### src/rtl/lif_pkg.sv
// Shared definitions for the LIF neuron membrane stage: widths, state
// encoding and the saturation helper applied to the adder result.
package lif_pkg;

  localparam int V_W   = 10;
  localparam int CNT_W = 4;
  localparam logic [V_W-1:0] V_MAX = 10'h3FF;

  typedef enum logic {
    INTEG   = 1'b0,
    REFRACT = 1'b1
  } lif_state_t;

  // Clamp an 11-bit sum to the 10-bit membrane range; the carry means overflow.
  function automatic logic [V_W-1:0] sat_sum(input logic [V_W:0] sum);
    logic [V_W-1:0] res;
    if (sum[V_W]) begin
      res = V_MAX;
    end else begin
      res = sum[V_W-1:0];
    end
    return res;
  endfunction

endpackage

### src/rtl/adder_10bit.sv
// Plain 10-bit unsigned adder with carry out; the sum is 11 bits wide so the
// caller can detect overflow.
module adder_10bit (
  input  logic [9:0]  a,
  input  logic [9:0]  b,
  output logic [10:0] c
);

  assign c = {1'b0, a} + {1'b0, b};

endmodule

### src/rtl/lif_membrane_ctrl.sv
// Sequential membrane stage of a leaky integrate-and-fire neuron. Leaks the
// held potential by a right shift, adds the synaptic input, saturates, fires
// on threshold and then clamps the potential to zero for a refractory window.
module lif_membrane_ctrl
  import lif_pkg::*;
#(
  parameter logic [9:0] THRESH      = 10'd512,
  parameter int         LEAK_SHIFT  = 3,
  parameter int         REFRACT_CYC = 4
) (
  input  logic        clk,
  input  logic        rst_n,
  input  logic        ena,
  input  logic        i_valid,
  input  logic [9:0]  i_syn,
  output logic [9:0]  v_mem,
  output logic        spike,
  output logic        refractory
);

  localparam bit HAS_REFRACT = (REFRACT_CYC != 0);
  localparam logic [CNT_W-1:0] CNT_LOAD = CNT_W'(REFRACT_CYC);

  lif_state_t       state_r, state_nxt_s;
  logic [CNT_W-1:0] cnt_r, cnt_nxt_s;
  logic [V_W-1:0]   v_r, v_nxt_s;
  logic             spike_r, spike_nxt_s;

  logic [V_W-1:0]   leak_v_s;
  logic [V_W-1:0]   syn_s;
  logic [V_W:0]     sum_s;
  logic [V_W-1:0]   sat_s;
  logic             fire_s;

  // Leak floors to zero for small V, so potentials below 2**LEAK_SHIFT persist.
  assign leak_v_s = v_r - (v_r >> LEAK_SHIFT);
  assign syn_s    = i_valid ? i_syn : 10'd0;

  adder_10bit u_add (
    .a (leak_v_s),
    .b (syn_s),
    .c (sum_s)
  );

  assign sat_s  = sat_sum(sum_s);
  assign fire_s = (sat_s >= THRESH);

  // State register: the FSM advances only on enabled edges (handled in next-state logic).
  always_ff @(posedge clk or negedge rst_n) begin
    if (!rst_n) begin
      state_r <= INTEG;
    end else begin
      state_r <= state_nxt_s;
    end
  end

  // Next-state logic: fire enters refraction, counter expiry returns to integration.
  always_comb begin
    state_nxt_s = state_r;
    if (ena) begin
      case (state_r)
        INTEG: begin
          if (fire_s && HAS_REFRACT) begin
            state_nxt_s = REFRACT;
          end else begin
            state_nxt_s = INTEG;
          end
        end
        REFRACT: begin
          if (cnt_r == 4'd1) begin
            state_nxt_s = INTEG;
          end else begin
            state_nxt_s = REFRACT;
          end
        end
        default: state_nxt_s = INTEG;
      endcase
    end else begin
      state_nxt_s = state_r;
    end
  end

  // Output/datapath logic: next membrane value, spike request and refractory count.
  always_comb begin
    v_nxt_s     = v_r;
    cnt_nxt_s   = cnt_r;
    spike_nxt_s = 1'b0;
    if (ena) begin
      case (state_r)
        INTEG: begin
          if (fire_s) begin
            v_nxt_s     = 10'd0;
            spike_nxt_s = 1'b1;
            cnt_nxt_s   = CNT_LOAD;
          end else begin
            v_nxt_s     = sat_s;
          end
        end
        REFRACT: begin
          // Input during refraction is dropped, not accumulated.
          v_nxt_s   = 10'd0;
          cnt_nxt_s = cnt_r - 4'd1;
        end
        default: begin
          v_nxt_s   = 10'd0;
          cnt_nxt_s = 4'd0;
        end
      endcase
    end else begin
      v_nxt_s = v_r;
    end
  end

  // Datapath registers; all outputs come straight from flops.
  always_ff @(posedge clk or negedge rst_n) begin
    if (!rst_n) begin
      v_r     <= 10'd0;
      cnt_r   <= 4'd0;
      spike_r <= 1'b0;
    end else begin
      v_r     <= v_nxt_s;
      cnt_r   <= cnt_nxt_s;
      spike_r <= spike_nxt_s;
    end
  end

  assign v_mem      = v_r;
  assign spike      = spike_r;
  assign refractory = (state_r == REFRACT);

endmodule

### config.mk
export PLATFORM = sky130hd
export DESIGN_NAME = lif_membrane_ctrl
export DESIGN_NICKNAME = d
export VERILOG_FILES = /design/src/rtl/lif_pkg.sv /design/src/rtl/adder_10bit.sv /design/src/rtl/lif_membrane_ctrl.sv
export SDC_FILE = /design/constraint.sdc
export NUM_CORES = 1
export LEC_CHECK = 0
export CAP_MARGIN = 10
export CORE_MARGIN = 2
export CORE_UTILIZATION = 53
export DETAILED_ROUTE_END_ITERATION = 6
export HOLD_SLACK_MARGIN = 0.02
export PLACE_DENSITY = 0.76
export SETUP_SLACK_MARGIN = 0.02
export SKIP_LAST_GASP = 1
export SLEW_MARGIN = 25
export SYNTH_ARGS = -nofsm -noshare
export SYNTH_HDL_FRONTEND = slang
export SYNTH_SLANG_ARGS = --single-unit
### constraint.sdc
create_clock -name clk -period 4.7 [get_ports clk]
set_input_delay 0.94 -clock clk [delete_from_list [all_inputs] [get_ports clk]]
set_output_delay 0.94 -clock clk [all_outputs]
set_load 0.01 [all_outputs]
# Word-level counts from Yosys, hierarchy flattened

Index checks and enable logic that the tools add are counted.

Memory bits (writable): 0
Latch bits: 0
Register bits after elaboration: 16
Memories kept: 0
Bits in read-only memories: 0
Bits of input ports: 14
Logic and storage cells: 23

$lt $le $gt $ge: 1
Divide/modulo/power cells: 0
$add $sub $neg: 3
Multiply operators: 0
Shift operators: 0
Reduce and logical (&&, ||, !) cells: 1
Eq/ne operators: 2
Bitwise gates (word level): 1
Mux-type cells: 11

Operators by type and width:

| kind                   | number |
|---|---|
| $mux W10               | 3 |
| $pmux W10 S2           | 1 |
| $add A10 B10 Y11       | 1 |
| $ge A10 B10 Y1 const B | 1 |
| $sub A10 B7 Y10        | 1 |
| $pmux W4 S2            | 1 |
| $eq A4 B1 Y1 const B   | 1 |
| $mux W1                | 4 |
| $mux W4                | 1 |
| $sub A4 B1 Y4 const B  | 1 |
| $ne A2 B2 Y1 const B   | 1 |
| $pmux W1 S2            | 1 |
| $reduce_and A2 Y1      | 1 |
| $not A1 Y1             | 1 |

# Depth between registers and ports, before layout

Gate-level depths: netlist of run 1.

Depth after elaboration: 7
Depth in mapped cells: 16
Depth with buffers taken out: 16

# By module

A second synthesis of run 1 with hierarchy kept.

Cell total of the unflattened synthesis: 174
Area total of the unflattened synthesis: 1498.9 sq um

Modules (own cells, without submodules):

| module            | sequential area each (sq um) | instances | area each (sq um) | cells an instance |
|---|---|---|---|---|
| lif_membrane_ctrl | 400.4                        | 1         | 1071.0            | 120 |
| adder_10bit       | 0.0                          | 1         | 427.9             | 54 |

# Least setup slack after synthesis of run 1

No wires, ideal clock.

Path kind: reg-to-reg
Start: reg v_r[4], in the netlist v_mem[4]
End: reg cnt_r[2]
Period minus slack after synthesis: 3380 ps
Arrival: 3262 ps
Required time: 4581 ps
Stages on the path, launching flop included: 15
Slack: 1320 ps
Cell sequence: dfrtp_1 inv_1 ha_1 nor2b_1 o21ai_0 a21boi_0 o21ai_0 nor2b_1 xnor2_1 ha_1 and3_1 a221oi_1 o21ai_0 or3_4 o21a_1

Cells in the longest elaborated chain, start to end: 6

Ends and longest elaborated chain:

| item                        | line                     | source |
|---|---|---|
| from (decl)                 | lif_membrane_ctrl.sv:26  | `logic [V_W-1:0] v_r, v_nxt_s;` |
| from (signal assigned)      | lif_membrane_ctrl.sv:121 | `v_r <= v_nxt_s;` |
| $sub A10 B7 Y10             | lif_membrane_ctrl.sv:36  | `assign leak_v_s = v_r - (v_r >> LEAK_SHIFT);` |
| $add A10 B10 Y11            | adder_10bit.sv:9         | `assign c = {1'b0, a} + {1'b0, b};` |
| $mux W10                    | lif_pkg.sv:17            | `if (sum[V_W]) begin` |
| $ge A10 B10 Y1              | lif_membrane_ctrl.sv:46  | `assign fire_s = (sat_s >= THRESH);` |
| $ne A2 B2 Y1 (no line)      | -                        |  |
| $reduce_and A2 Y1 (no line) | -                        |  |
| to (signal assigned)        | lif_membrane_ctrl.sv:122 | `cnt_r <= cnt_nxt_s;` |
| to (decl)                   | lif_membrane_ctrl.sv:25  | `logic [CNT_W-1:0] cnt_r, cnt_nxt_s;` |

No other way between the ends.
A chain may end at the register's enable or synchronous reset.

# Final worst setup path of run 1

Start: reg v_r[4], in the netlist v_mem[4]
End: reg v_r[6], in the netlist v_mem[6]

Cells in the longest elaborated chain, start to end: 6

Ends and longest elaborated chain:

| item               | line                    | source |
|---|---|---|
| $sub A10 B7 Y10 *  | lif_membrane_ctrl.sv:36 |  |
| $add A10 B10 Y11 * | adder_10bit.sv:9        |  |
| $mux W10 *         | lif_pkg.sv:17           |  |
| $ge A10 B10 Y1     | lif_membrane_ctrl.sv:46 |  |
| $mux W10 *         | lif_membrane_ctrl.sv:91 | `if (fire_s) begin` |
| $pmux W10 S2 *     | lif_membrane_ctrl.sv:89 | `case (state_r)` |

Every way passes the cells marked *; elsewhere a longest branch is shown, timed or not.

==> results.json, run 1 <==
{
  "synth.area.top_cells": "dfrtp_1, ha_1, xnor2_1",
  "syn_area_sq_um": 1494,
  "nFillCells": 234,
  "grt_pass1_vias": 1341,
  "startpoint_type": "flip-flop",
  "final_area_sq_um": 1794,
  "path_clk_slew_ps": 90,
  "place_hpwl_mm": 2.671,
  "stdcell_count": 228,
  "synth_ff_type": "dfrtp_1",
  "cts-htree-levels": 1,
  "cts_resized": 0,
  "rows": 19,
  "mostFrequentLayoutCells": "clkdlybuf4s50_1, ha_1, inv_1",
  "synth_top_area_frac": 0.2680,
  "hold_viol": 0,
  "ioPinCount": 26,
  "avgRoutedWirePerCell_um": 14.68,
  "cp.required_ps": 4910,
  "crit_chain": "inv_1 -> ha_1 -> nor2b_1 -> o21ai_0 -> a21boi_0 -> o21ai_0 -> nor2b_1 -> xnor2_1 -> ha_1 -> and3_1 -> a221oi_1 -> o21ai_0 -> mux2i_1 -> nand4b_2 -> o22ai_1",
  "tightest_slew_ps": 727.0,
  "viasPerCell": 5.882,
  "globalplace.congestion": 0.8229,
  "max_cap_viol_count": 0,
  "ir_drop_uv": 506.1,
  "die_w_um": 57.09,
  "cts_buffers": 3,
  "rsz0062_at_grt": "no",
  "yosysTopAreaCell": "dfrtp_1",
  "initialDrtViolationCount": 85,
  "timing.final.crit_share": 0.8182,
  "dieArea_sq_um": 3259,
  "place_inst": 225,
  "firstDrtPassIters": 4,
  "vias": 1341,
  "grt_usage": 0.2282,
  "post-cts-setup-buffer-count": 0,
  "cp_max_fo": 9,
  "fin_util": 0.6621,
  "overflow": 0,
  "area_growth_pct": 20.10,
  "final_common_cell": "clkdlybuf4s50_1",
  "drc_errors": 0,
  "multi_input_area_sq_um": 1018,
  "layout-drive-gt1-share": 0.05076,
  "end_kind": "flip-flop",
  "setup_tns_ps": 0,
  "cts_hold_buf": 0,
  "ys_ff_latch": 16,
  "setup_viol": 0,
  "ys_seq_area_frac": 0.2680,
  "critPathMostFrequentCell": "o21ai_0",
  "crit_slowest_cell": "a221oi_1",
  "ant_nets": 0,
  "status": "complete, no violations",
  "drt-total-wl_mm": 3.347,
  "antenna_found_initial": 0,
  "fin_skew_ps": 6.213,
  "cts_tree": "yes",
  "async_flop_share": 1.000,
  "synth_edf_count": 0,
  "regArea_sq_um": 400.4,
  "period_minus_slack_ps": 3845,
  "cts_sinks": 16,
  "leakagePower_uw": 0.0007904,
  "syn_inst": 172,
  "ys_types": 41,
  "cts-root-buf": "clkbuf_4",
  "drv_slew": 0,
  "core-area_sq_um": 2710,
  "power.total_uw": 1280,
  "max_freq_ghz": 0.2601,
  "path_class": "flip-flop to flip-flop",
  "cts.path.max_buffers": 2,
  "dieHeight_um": 57.09,
  "syn_area_per_cell_sq_um": 8.686,
  "grt_pass1_wl_mm": 5.871,
  "start_util": 0.5512,
  "grt_start_max_net_pins": 17,
  "synth_warnings": 0,
  "power_density_nw_per_um2": 713.6,
  "io_buffer_count": 25,
  "holdCritPathClass": "flip-flop to flip-flop",
  "critPathArrivalTime_ps": 4050,
  "dpl-instance-area_sq_um": 1772,
  "clk_latency_ps": 290,
  "slew_headroom": 0.5138,
  "fin_nets": 234,
  "antenna_cells": 0,
  "synth_nets": 207,
  "cp_slowest_stage_delay_ps": 440
}
==> per-stage QoR <==
| stage | hold slack [ps] | setup slack (ps) |
|---|---|---|
| 3_5_place_dp | 471.1 | 850.3 |
| 4_1_cts | 483.9 | 852.3 |
| 5_1_grt | 525.1 | 382.5 |
| 6_report | 489.7 | 854.7 |
| 3_3_place_gp | 468.0 | 976.8 |
| 2_1_floorplan | 450.7 | 1320 |
==> area by class of cell <==
type                       count  area share
timing repair buffer          25      0.1395
tap                           31     0.02162
clock buffer                   3     0.01255
multi-input combinational    136      0.5676
inverter                      17     0.03556
sequential                    16      0.2232
==> flip-flops by register name, indices dropped and copies added, names as in the netlist <==
name	count
v_mem	10
refractory	1
spike	1
cnt_r	4
==> Yosys cell counts, types with 2 or more instances <==
master and number:
and3_1 2, or3_1 2, xor2_1 5, xnor2_1 9
o22ai_1 7, ha_1 19, a31oi_1 3, nor2b_1 4
a21o_1 3, a21boi_0 3, nand2_1 6, dfrtp_1 16
a21oi_1 11, nand2b_1 2, nand3_1 3, o2bb2ai_1 2
fa_1 2, clkbuf_1 3, and2_1 10, o21ai_0 10
inv_1 17, nor3_1 2, nor2_1 13
==> report_power, final <==
part	switching (uW)	internal, uW	leakage, uW	total (uW)
Sequential	45.2	179	0.000209	224
Clock	43.7	29.9	0.0000138	73.6
Combinational	535	447	0.000567	983
Total	624	656	0.000790	1280
==> worst max-delay path, delay by kind of cell (launching register included) <==
family | cells | cell delay, ps
adder cells (fa/ha/maj) | 2 | 670
AND/OR/NAND/NOR | 4 | 850
buffers and inverters | 1 | 80
AO/OA/AOI/OAI | 6 | 1450
multiplexers | 1 | 180
flip-flops | 1 | 430
XOR/XNOR | 1 | 100
==> layer usage <==
layer | vias to the layer above | global-route usage | routed length [um]
met2 | 32 | 0.4072 | 1664
met3 | 5 | 0.02948 | 107
met4 | 0 | 0.06312 | 38
met5 | - | 0 | 0
met1 | 635 | 0.2903 | 1536
li1 | 669 | - | -
==> final timing paths <==
check                      startpoint       end  slack, ps  depth (start not counted)
setup / recovery             v_mem[4]  v_mem[6]        850                         15
hold / removal               cnt_r[3]  cnt_r[3]        490                          1
setup reg to reg             v_mem[4]  v_mem[6]        850                         15
hold reg to reg              cnt_r[3]  cnt_r[3]        490                          1
max in group asynchronous       rst_n  cnt_r[1]       3170                          1
min in group asynchronous       rst_n  v_mem[5]       1070                          1
==> cells by family after synthesis <==
kind of cell / count (synthesis) / share of synthesized area
simple gates: 48 / 0.1750
flops: 16 / 0.2680
buf+inv: 20 / 0.05025
fa+ha+maj: 21 / 0.1859
compound gates: 52 / 0.2320
mux: 1 / 0.006700
xor+xnor: 14 / 0.08208
Power figures use the tool's default switching activity.
==> inputs of run 2 (changes only) <==
--- a/config.mk
+++ b/config.mk
@@ -7,10 +7,10 @@
 export LEC_CHECK = 0
 export CAP_MARGIN = 10
 export CORE_MARGIN = 2
-export CORE_UTILIZATION = 53
+export CORE_UTILIZATION = 48
 export DETAILED_ROUTE_END_ITERATION = 6
 export HOLD_SLACK_MARGIN = 0.02
-export PLACE_DENSITY = 0.76
+export PLACE_DENSITY = 0.72
 export SETUP_SLACK_MARGIN = 0.02
 export SKIP_LAST_GASP = 1
 export SLEW_MARGIN = 25
==> constraint.sdc (replaced) <==
create_clock -name clk -period 3.21 [get_ports clk]
set_input_delay 0.642 -clock clk [delete_from_list [all_inputs] [get_ports clk]]
set_output_delay 0.642 -clock clk [all_outputs]
set_load 0.01 [all_outputs]
==> run 2 against run 1 <==
  * Cell count up 19%
  * Die area up 9.7%
  * Register-to-register slack got worse by 1100 ps
  * Maximum frequency grew 13%
  * The run now ends with negative setup slack left
  * Global-route usage is 2.7 points higher
  * Critical path depth is the same
  * Highest routed layer unchanged
  * Sequential share of layout area down 5.4 points
  * Clock-buffer cell count grew 1
  * Via count rose by 16%
  * Critical path type unchanged
  * Power increased by 120%
  * Hold slack better by 45 ps
  * Setup slack got worse by 1100 ps
==> results.json, run 2 (synthesis gave the netlist of run 1 again) <==
{
  "cts_sinks": 16,
  "place_hpwl_mm": 3.104,
  "cts.path.max_buffers": 2,
  "path_class": "flip-flop to flip-flop",
  "power_density_nw_per_um2": 1205,
  "ir_drop_uv": 719.8,
  "cts_hold_buf": 0,
  "layout-drive-gt1-share": 0.3598,
  "tightest_slew_ps": 749.2,
  "max_cap_viol_count": 0,
  "worstSetupPathDepth": 15,
  "fin_skew_ps": 2.304,
  "drc_errors": 0,
  "setup_viol": 13,
  "status": "complete, but fails checks",
  "reg2reg_from": "v_mem[0]",
  "cp.required_ps": 3410,
  "io_buffer_count": 25,
  "fin_util": 0.7908,
  "timing.final.crit_share": 1.061,
  "ioPinCount": 26,
  "core-area_sq_um": 3003,
  "startpoint_type": "flip-flop",
  "cp_slowest_stage_delay_ps": 410,
  "vias": 1551,
  "regArea_sq_um": 401.6,
  "antenna_found_initial": 0,
  "reg2reg_slack_ps": -200,
  "grt_pass1_wl_mm": 6.872,
  "period_minus_slack_ps": 3407,
  "ant_nets": 0,
  "fin_nets": 275,
  "grt_pass1_vias": 1505,
  "viasPerCell": 5.702,
  "crit_start": "v_mem[0]",
  "cp_max_fo": 5,
  "pre_cts_slack_ps": -259.4,
  "grt_start_max_net_pins": 17,
  "r2r_cells": 15,
  "crit_end": "v_mem[4]",
  "rows": 20,
  "hold_viol": 0,
  "path_clk_slew_ps": 100,
  "globalplace.congestion": 0.8145,
  "die_w_um": 59.79,
  "critPathArrivalTime_ps": 3610,
  "initialDrtViolationCount": 80,
  "avgRoutedWirePerCell_um": 16.78,
  "largest_register_ffs": 10,
  "layout_setup_ws_ps": -196.9,
  "grt_usage": 0.2556,
  "multi_input_area_sq_um": 1281,
  "dieHeight_um": 59.79,
  "whs_path_depth": 1,
  "area_growth_pct": 58.96,
  "overflow": 0,
  "final_common_cell": "buf_4",
  "cts_buffers": 3,
  "holdCritPathClass": "flip-flop to flip-flop",
  "end_kind": "flip-flop",
  "violations": "negative setup slack",
  "cts-htree-levels": 1,
  "start_util": 0.4975,
  "cp_top_family": "compound AO/OA/AOI/OAI gates",
  "nFillCells": 198,
  "crit_buf_inv": 1,
  "antenna_cells": 0,
  "slew_headroom": 0.4990,
  "final_area_sq_um": 2375,
  "firstDrtPassIters": 4,
  "drv_slew": 0,
  "r2r-end": "v_mem[4]",
  "wl_met1_mm": 1.980,
  "dpl-instance-area_sq_um": 2032,
  "max_freq_ghz": 0.2935,
  "crit_slowest_cell": "dfrtp_1",
  "wl_met2_mm": 2.424,
  "dr_wl_met3_um": 136,
  "rsz0062_at_grt": "yes",
  "clk_latency_ps": 280,
  "leakagePower_uw": 0.001061,
  "highest_layer": "met4",
  "cts_tree": "yes",
  "drt-total-wl_mm": 4.564,
  "cts-root-buf": "clkbuf_4",
  "critPathMostFrequentCell": "ha_4",
  "dieArea_sq_um": 3575,
  "crit_chain": "inv_2 -> ha_4 -> fa_2 -> nor2b_2 -> o21ai_1 -> nand2b_1 -> a21o_1 -> a31o_2 -> xnor2_2 -> ha_4 -> and3_4 -> a311oi_4 -> mux2i_4 -> nand4b_4 -> o22ai_2",
  "mostFrequentLayoutCells": "buf_4, clkdlybuf4s50_1, dfrtp_1"
}
run 2: cell count changes in the layout (fill, tap and decap cells not counted), sizes merged:
| cell | delta |
|---|---|
| buf | +40 |
| clkbuf | +1 |
| nand4b | +1 |
run 2: report_power, final:
part	internal [uW]	switching (uW)
sequential	262	68.3
combinational	1220	1170
clock	69.0	67.4
run 2: cell type report:
| type | count | share of cell area |
|---|---|---|
| clock buffers | 4 | 0.01528 |
| repair buffers | 65 | 0.2318 |
| flip-flops and latches | 16 | 0.1691 |
| inverters | 17 | 0.02687 |
| well taps | 33 | 0.01739 |
| multi-input cells | 137 | 0.5395 |
run 2: worst min path at each step:
stage | startpoint | endpoint | slack, ps
6_report | cnt_r[3] | cnt_r[3] | 540
5_1_grt | cnt_r[3] | cnt_r[3] | 570
4_1_cts | cnt_r[3] | cnt_r[3] | 540
3_5_place_dp | cnt_r[3] | cnt_r[3] | 510
3_3_place_gp | cnt_r[3] | cnt_r[3] | 470
2_1_floorplan | rst_n | cnt_r[0] | 350
run 2: routing by layer:
| layer | GRT usage | vias to the layer above |
|---|---|---|
| met1 | 0.3360 | 759 |
| met4 | 0.04762 | 0 |
| li1 | - | 750 |
| met3 | 0.03030 | 2 |
| met5 | 0 | - |
| met2 | 0.4519 | 40 |
run 2: through the flow:
step                std cells  total power [uW]  setup TNS, ps  hold WS [ps]
global route              272              3046          -3535         567.9
detailed placement        257              2117          -2717         514.7
global placement          257              2040          -1702         472.5
CTS                       269              2511          -1908         538.2
floorplan                 172              1481              0         346.4
finish                    272              2861          -1636         535.1
run 2: timing repair:
| action | in CTS | in global routing |
|---|---|---|
| hold endpoints to repair | 0 | 0 |
| gates cloned | 1 | 0 |
| pin swaps | 21 | 23 |
| buffers inserted | 7 | 3 |
| gates resized for setup | 21 | 21 |
| setup endpoints to repair | 15 | 15 |
==> inputs of run 3 (changes only) <==
--- a/config.mk
+++ b/config.mk
@@ -5,6 +5,7 @@
 export SDC_FILE = /design/constraint.sdc
 export NUM_CORES = 1
 export LEC_CHECK = 0
+export ABC_CLOCK_PERIOD_IN_PS = 3210
 export CAP_MARGIN = 10
 export CORE_MARGIN = 2
 export CORE_UTILIZATION = 48
==> results of run 3 <==
The final DEF is identical to that of run 2; final timing and power are the same.
